## config.mk

```make
export PLATFORM = sky130hd
export DESIGN_NAME = output_port_fifo
export DESIGN_NICKNAME = d
export VERILOG_FILES = /design/src/rtl/io_pkg.sv /design/src/rtl/sync_fifo.sv /design/src/rtl/output_port_fifo.sv
export SDC_FILE = /design/constraint.sdc
export NUM_CORES = 1
export LEC_CHECK = 0
export CAP_MARGIN = 20
export CORE_MARGIN = 4
export CORE_UTILIZATION = 30
export CTS_CLUSTER_DIAMETER = 100
export DETAILED_ROUTE_END_ITERATION = 8
export PLACE_DENSITY = 0.54
export SYNTH_ARGS = -nofsm -noshare
export SYNTH_HDL_FRONTEND = slang
export SYNTH_HIERARCHICAL = 1
export SYNTH_SLANG_ARGS = --single-unit
export TNS_END_PERCENT = 30
```

## constraint.sdc

```tcl
create_clock -name clk -period 3.1 [get_ports clk]
set_clock_uncertainty 0.15 [all_clocks]
set_input_delay 0.465 -clock clk [delete_from_list [all_inputs] [get_ports clk]]
set_output_delay 0.465 -clock clk [all_outputs]
set_load 0.1 [all_outputs]
```

## src/rtl/io_pkg.sv

```systemverilog
// Shared I/O definitions for the processor's output path.
// WORD_W is the datapath word width used by the core and the output port.
package io_pkg;
    localparam int WORD_W = 32;
    localparam int DROP_W = 8;

    typedef logic signed [WORD_W-1:0] word_t;
endpackage

```

## src/rtl/sync_fifo.sv

```systemverilog
// Synchronous register-array FIFO: storage, wrapping pointers, occupancy count.
// The caller guarantees push is only asserted when not full or when popping.
module sync_fifo #(
    parameter int DEPTH = 4,
    parameter int WIDTH = 32,
    localparam int AW = $clog2(DEPTH),
    localparam int CW = $clog2(DEPTH) + 1
) (
    input  logic                    clk,
    input  logic                    reset,
    input  logic                    push,
    input  logic                    pop,
    input  logic signed [WIDTH-1:0] wr_data,
    output logic signed [WIDTH-1:0] rd_data,
    output logic [CW-1:0]           count,
    output logic                    full,
    output logic                    empty
);
    logic signed [WIDTH-1:0] mem_q [DEPTH];
    logic [AW-1:0] wr_ptr_q, wr_ptr_d;
    logic [AW-1:0] rd_ptr_q, rd_ptr_d;
    logic [CW-1:0] count_q, count_d;

    always_comb begin
        wr_ptr_d = wr_ptr_q;
        rd_ptr_d = rd_ptr_q;
        count_d  = count_q;
        if (push) wr_ptr_d = wr_ptr_q + AW'(1);
        if (pop)  rd_ptr_d = rd_ptr_q + AW'(1);
        if (push && !pop)      count_d = count_q + CW'(1);
        else if (pop && !push) count_d = count_q - CW'(1);
    end

    always_ff @(posedge clk) begin
        if (reset) begin
            wr_ptr_q <= '0;
            rd_ptr_q <= '0;
            count_q  <= '0;
        end else begin
            wr_ptr_q <= wr_ptr_d;
            rd_ptr_q <= rd_ptr_d;
            count_q  <= count_d;
        end
    end

    // Storage is never cleared; stale entries are hidden by the count.
    always_ff @(posedge clk) begin
        if (push && !reset) mem_q[wr_ptr_q] <= wr_data;
    end

    assign rd_data = mem_q[rd_ptr_q];
    assign count   = count_q;
    assign full    = (count_q == CW'(DEPTH));
    assign empty   = (count_q == '0);
endmodule

```

## src/rtl/output_port_fifo.sv

```systemverilog
// Buffered output port: queues results from the Output stage and hands them to a
// valid/ready consumer; overflow is counted rather than back-pressured.
module output_port_fifo
    import io_pkg::*;
#(
    parameter int DEPTH  = 4,
    parameter int WIDTH  = WORD_W,
    parameter int DROP_W = io_pkg::DROP_W,
    localparam int CW = $clog2(DEPTH) + 1
) (
    input  logic                    clk,
    input  logic                    reset,
    input  logic                    wr_en,
    input  logic signed [WIDTH-1:0] wr_data,
    output logic                    out_valid,
    input  logic                    out_ready,
    output logic signed [WIDTH-1:0] out_data,
    output logic [CW-1:0]           count,
    output logic                    full,
    output logic                    overflow,
    output logic [DROP_W-1:0]       drop_count,
    output logic signed [WIDTH-1:0] last_value
);
    logic                    push, pop, drop, empty;
    logic signed [WIDTH-1:0] head;
    logic                    overflow_q, overflow_d;
    logic [DROP_W-1:0]       drop_cnt_q, drop_cnt_d;
    logic signed [WIDTH-1:0] last_q, last_d;

    function automatic logic [DROP_W-1:0] sat_inc(input logic [DROP_W-1:0] v);
        return (&v) ? v : v + DROP_W'(1);
    endfunction

    // A pop frees the slot in the same cycle, so a full FIFO still accepts a write.
    assign pop  = out_valid && out_ready;
    assign push = wr_en && (!full || pop);
    assign drop = wr_en && full && !pop;

    sync_fifo #(
        .DEPTH (DEPTH),
        .WIDTH (WIDTH)
    ) u_fifo (
        .clk     (clk),
        .reset   (reset),
        .push    (push),
        .pop     (pop),
        .wr_data (wr_data),
        .rd_data (head),
        .count   (count),
        .full    (full),
        .empty   (empty)
    );

    always_comb begin
        overflow_d = overflow_q;
        drop_cnt_d = drop_cnt_q;
        last_d     = last_q;
        if (drop) begin
            overflow_d = 1'b1;
            drop_cnt_d = sat_inc(drop_cnt_q);
        end
        if (push) last_d = wr_data;
    end

    always_ff @(posedge clk) begin
        if (reset) begin
            overflow_q <= 1'b0;
            drop_cnt_q <= '0;
            last_q     <= '0;
        end else begin
            overflow_q <= overflow_d;
            drop_cnt_q <= drop_cnt_d;
            last_q     <= last_d;
        end
    end

    assign out_valid  = !empty;
    assign out_data   = out_valid ? head : '0;
    assign overflow   = overflow_q;
    assign drop_count = drop_cnt_q;
    assign last_value = last_q;
endmodule

```

==> results.yml <==
grt:
  overflow: 0
  grt_pass1_wl_um: 24000
  grt_max_degree: 50
  grt_usage_pct: 12.1
  antenna_found_initial: 0
  grt_pass1_vias: 4352
place:
  dp.cells: 825
  place_congestion: 0.738
  hpwl_um: 10000
  port_buffers: 113
  place_area_mm2: 0.00844
clock_network:
  cts_setup_buffers: 0
  cts_sinks: 178
  cts_buffers: 17
  insertion_delay_ns: 0.42
  clock_path_buffers: 2
  clkTransAtPathRegs_ns: 0.07
  cts_resized: 0
  root_buffer: "clkbuf_16"
  cts_tree: "done"
  holdBufCountCts: 0
  h-tree-depth: 4
worst_setup_path:
  cp_max_fo: 12
  end_kind: "primary output"
  critPathRequiredTime_ns: 2.48
  cp-endpoint: "out_data[27]"
  r2r_slack_ns: 0.66
  start_kind: "register"
  crit_buf_inv: 2
  cp_common_cell: "buf_12"
  slowest_stage: "mux4_1"
  reg2reg_depth: 11
  r2r-end: "u_fifo/count[2]$_SDFFE_PP0P_"
  timing.rr.start: "u_fifo/count[0]$_SDFFE_PP0P_"
  cp_top_family: "multiplexers"
  critical_path_class: "register to primary output"
  path_cells: "buf_12, mux4_1, nor2b_1, buf_12"
  cpPeakStageDelay_ns: 0.61
  cp.depth: 4
  arrival_ns: 2.24
power:
  power.density_mw_per_mm2: 1020
  fin_total_pwr_mw: 9.20
  irDropWorstVdd_v: 0.000453
  leakage_nw: 3.18
sta:
  setup_viol_count_final: 0
  max_freq_mhz: 350
  layout_min_cycle_time_ns: 2.86
  fin_worst_hold_slack_ns: 0.306
  worst_slew_pin_slew_ns: 0.593
  min_period_over_period_pct: 92.2
  report.final.slew_viol_count: 0
  finalHoldViolCount: 0
  tns_ns: 0
  max-slew-margin-rel_pct: 60.5
  grt_setup_unrepaired: "false"
drt:
  highest_layer: "met4"
  wl_met2_um: 7490
  drt_iter0_drc: 230
  drt_drc_violations_left: 0
  wire_per_inst_um: 17.6
  via_per_inst: 4.61
  wirelength_um: 15100
  wl_met3_um: 815
  postRouteAntennaNets: 0
  met1_length_um: 6660
  dr.pass1.iters: 4
  num_vias: 3947
yosys:
  yosysWarnings: 6
  synth-edff-count: 128
  ys.flop_type: "edfxtp_1"
  ys_seq_area_share_pct: 70.3
  async_reset_ff_share_pct: 0
  syn_area_per_cell_um2: 15.8
  synth_area_mm2: 0.00689
  synth_fp_nets: 480
  synthCells: 437
  ys_ff_latch: 178
  synth_cell_types: 38
cells_and_area:
  final_area_mm2: 0.00903
  layout.nets: 602
  antenna_cells: 0
  final_cells: 857
  drive_above_1_share_pct: 30.6
  areaGrowthSynthToFinish_pct: 31.1
run_status:
  status: "finished clean"
floorplanning:
  start_util_pct: 30.4
  die_h_um: 160
  core-area_mm2: 0.0226
  rows: 55
  pin_count: 114
  dieWidth_um: 160
  die_area_mm2: 0.0254
job:
  max_cap_violations: 0
worst_hold_path:
  hold_class: "register to register"
[kinds of logic (layout without fill, tap and decap cells)]
group | count (synthesis) | in the layout | synth area share [%]
buffers and inverters | 32 | 167 | 3.03
adders and majority gates | 7 | 7 | 1.38
xor gates and xnor gates | 6 | 6 | 0.763
AOI/OAI and AO/OA | 47 | 47 | 4.12
and+or+nand+nor | 131 | 131 | 9.19
DFF | 178 | 178 | 70.3
muxes | 36 | 36 | 11.2
[layout by cell type, fill, tap and decap left out, types with 2 or more instances in the layout]
cell             count
mux2i_1              4
buf_4               66
inv_2                4
dfxtp_2              4
and2b_2              3
clkbuf_8             3
nand4_1              3
clkinv_4             4
and2_4               2
dfxtp_1             45
and3_1               2
clkinv_2             3
and2_2               2
inv_6                2
ha_1                 5
clkdlybuf4s50_1     34
nand3_1              3
xor2_1               4
edfxtp_1           128
mux4_2              30
nor2_1              11
o21ai_0              4
inv_1                6
clkbuf_16           19
mux4_1               2
nor2b_1             30
nand2_1             67
or3_1                4
buf_12              24
a21oi_1             36
xnor2_1              2
[report_power, final]
part           leakage, nW  internal, mW  switching [mW]  total (mW)
Sequential            1.57          2.75           0.136        2.88
Combinational         1.31          1.30            2.93        4.24
Clock                0.294          1.19           0.894        2.09
[through the flow]
step	util (%)	worst slack, ns
detailed placement	37.3	0.248
finish	39.9	0.241
floorplan	-	-0.0977
CTS	39.9	0.170
global placement	37.3	0.284
global route	39.9	0.0940
[synth_stat cells, types with 4 or more instances]
master / number / area (um2)
nor2_1: 11 / 41.3
mux2i_1: 4 / 40.0
nor2b_1: 30 / 188
mux4_2: 30 / 676
buf_6: 4 / 45.0
buf_2: 5 / 25.0
xor2_1: 4 / 35.0
a21oi_1: 36 / 180
o21ai_0: 4 / 20.0
and2_1: 4 / 25.0
ha_1: 6 / 75.1
dfxtp_1: 50 / 1000
inv_1: 8 / 30.0
or3_1: 4 / 25.0
nand2_1: 67 / 251
edfxtp_1: 128 / 3840
clkbuf_1: 9 / 33.8
[metal layers]
metal / global-route usage, % / vias to the layer above
met4: 3.91 / 0
met3: 3.93 / 14
met5: 0 / -
met2: 20.2 / 104
met1: 15.0 / 1973
li1: - / 1856
[tightest hold or removal path: cells and delay by family (launching register included)]
| kind | cells | cell delay [ns] |
|---|---|---|
| AO/OA/AOI/OAI | 1 | 0.05 |
| flip-flops | 1 | 0.31 |
| AND/OR/NAND/NOR | 1 | 0.05 |
[sequential cells by signal, summed over array words and instances, names as in the netlist, named ones only]
register,count
u_fifo/wr_ptr_q,2
u_fifo/count,3
last_value,32
u_fifo/mem_q,128
drop_count,8
u_fifo/rd_ptr_q,2
overflow,1
[how the worst min path moves through the flow]
stage,startpoint,end,slack [ns],depth (start not counted)
2_1_floorplan,u_fifo/rd_ptr_q[1]$_SDFFE_PP0P_,register,0.33,2
3_3_place_gp,last_value[20]$_SDFFE_PP0P_,last_value[20]$_SDFFE_PP0P_,0.29,2
3_5_place_dp,last_value[4]$_SDFFE_PP0P_,last_value[4]$_SDFFE_PP0P_,0.30,2
4_1_cts,last_value[4]$_SDFFE_PP0P_,last_value[4]$_SDFFE_PP0P_,0.31,2
5_1_grt,last_value[23]$_SDFFE_PP0P_,last_value[23]$_SDFFE_PP0P_,0.33,2
6_report,last_value[4]$_SDFFE_PP0P_,last_value[4]$_SDFFE_PP0P_,0.31,2
[final cells by class]
| class | count | area [um2] |
|---|---|---|
| clock buffer | 23 | 520 |
| clock inverter | 9 | 67.6 |
| fill | 2072 | 13600 |
| inverter | 10 | 37.5 |
| multi-input combinational | 227 | 1870 |
| sequential | 178 | 4850 |
| tap | 285 | 357 |
| timing repair buffer | 125 | 1320 |
Power figures use the tool's default switching activity.
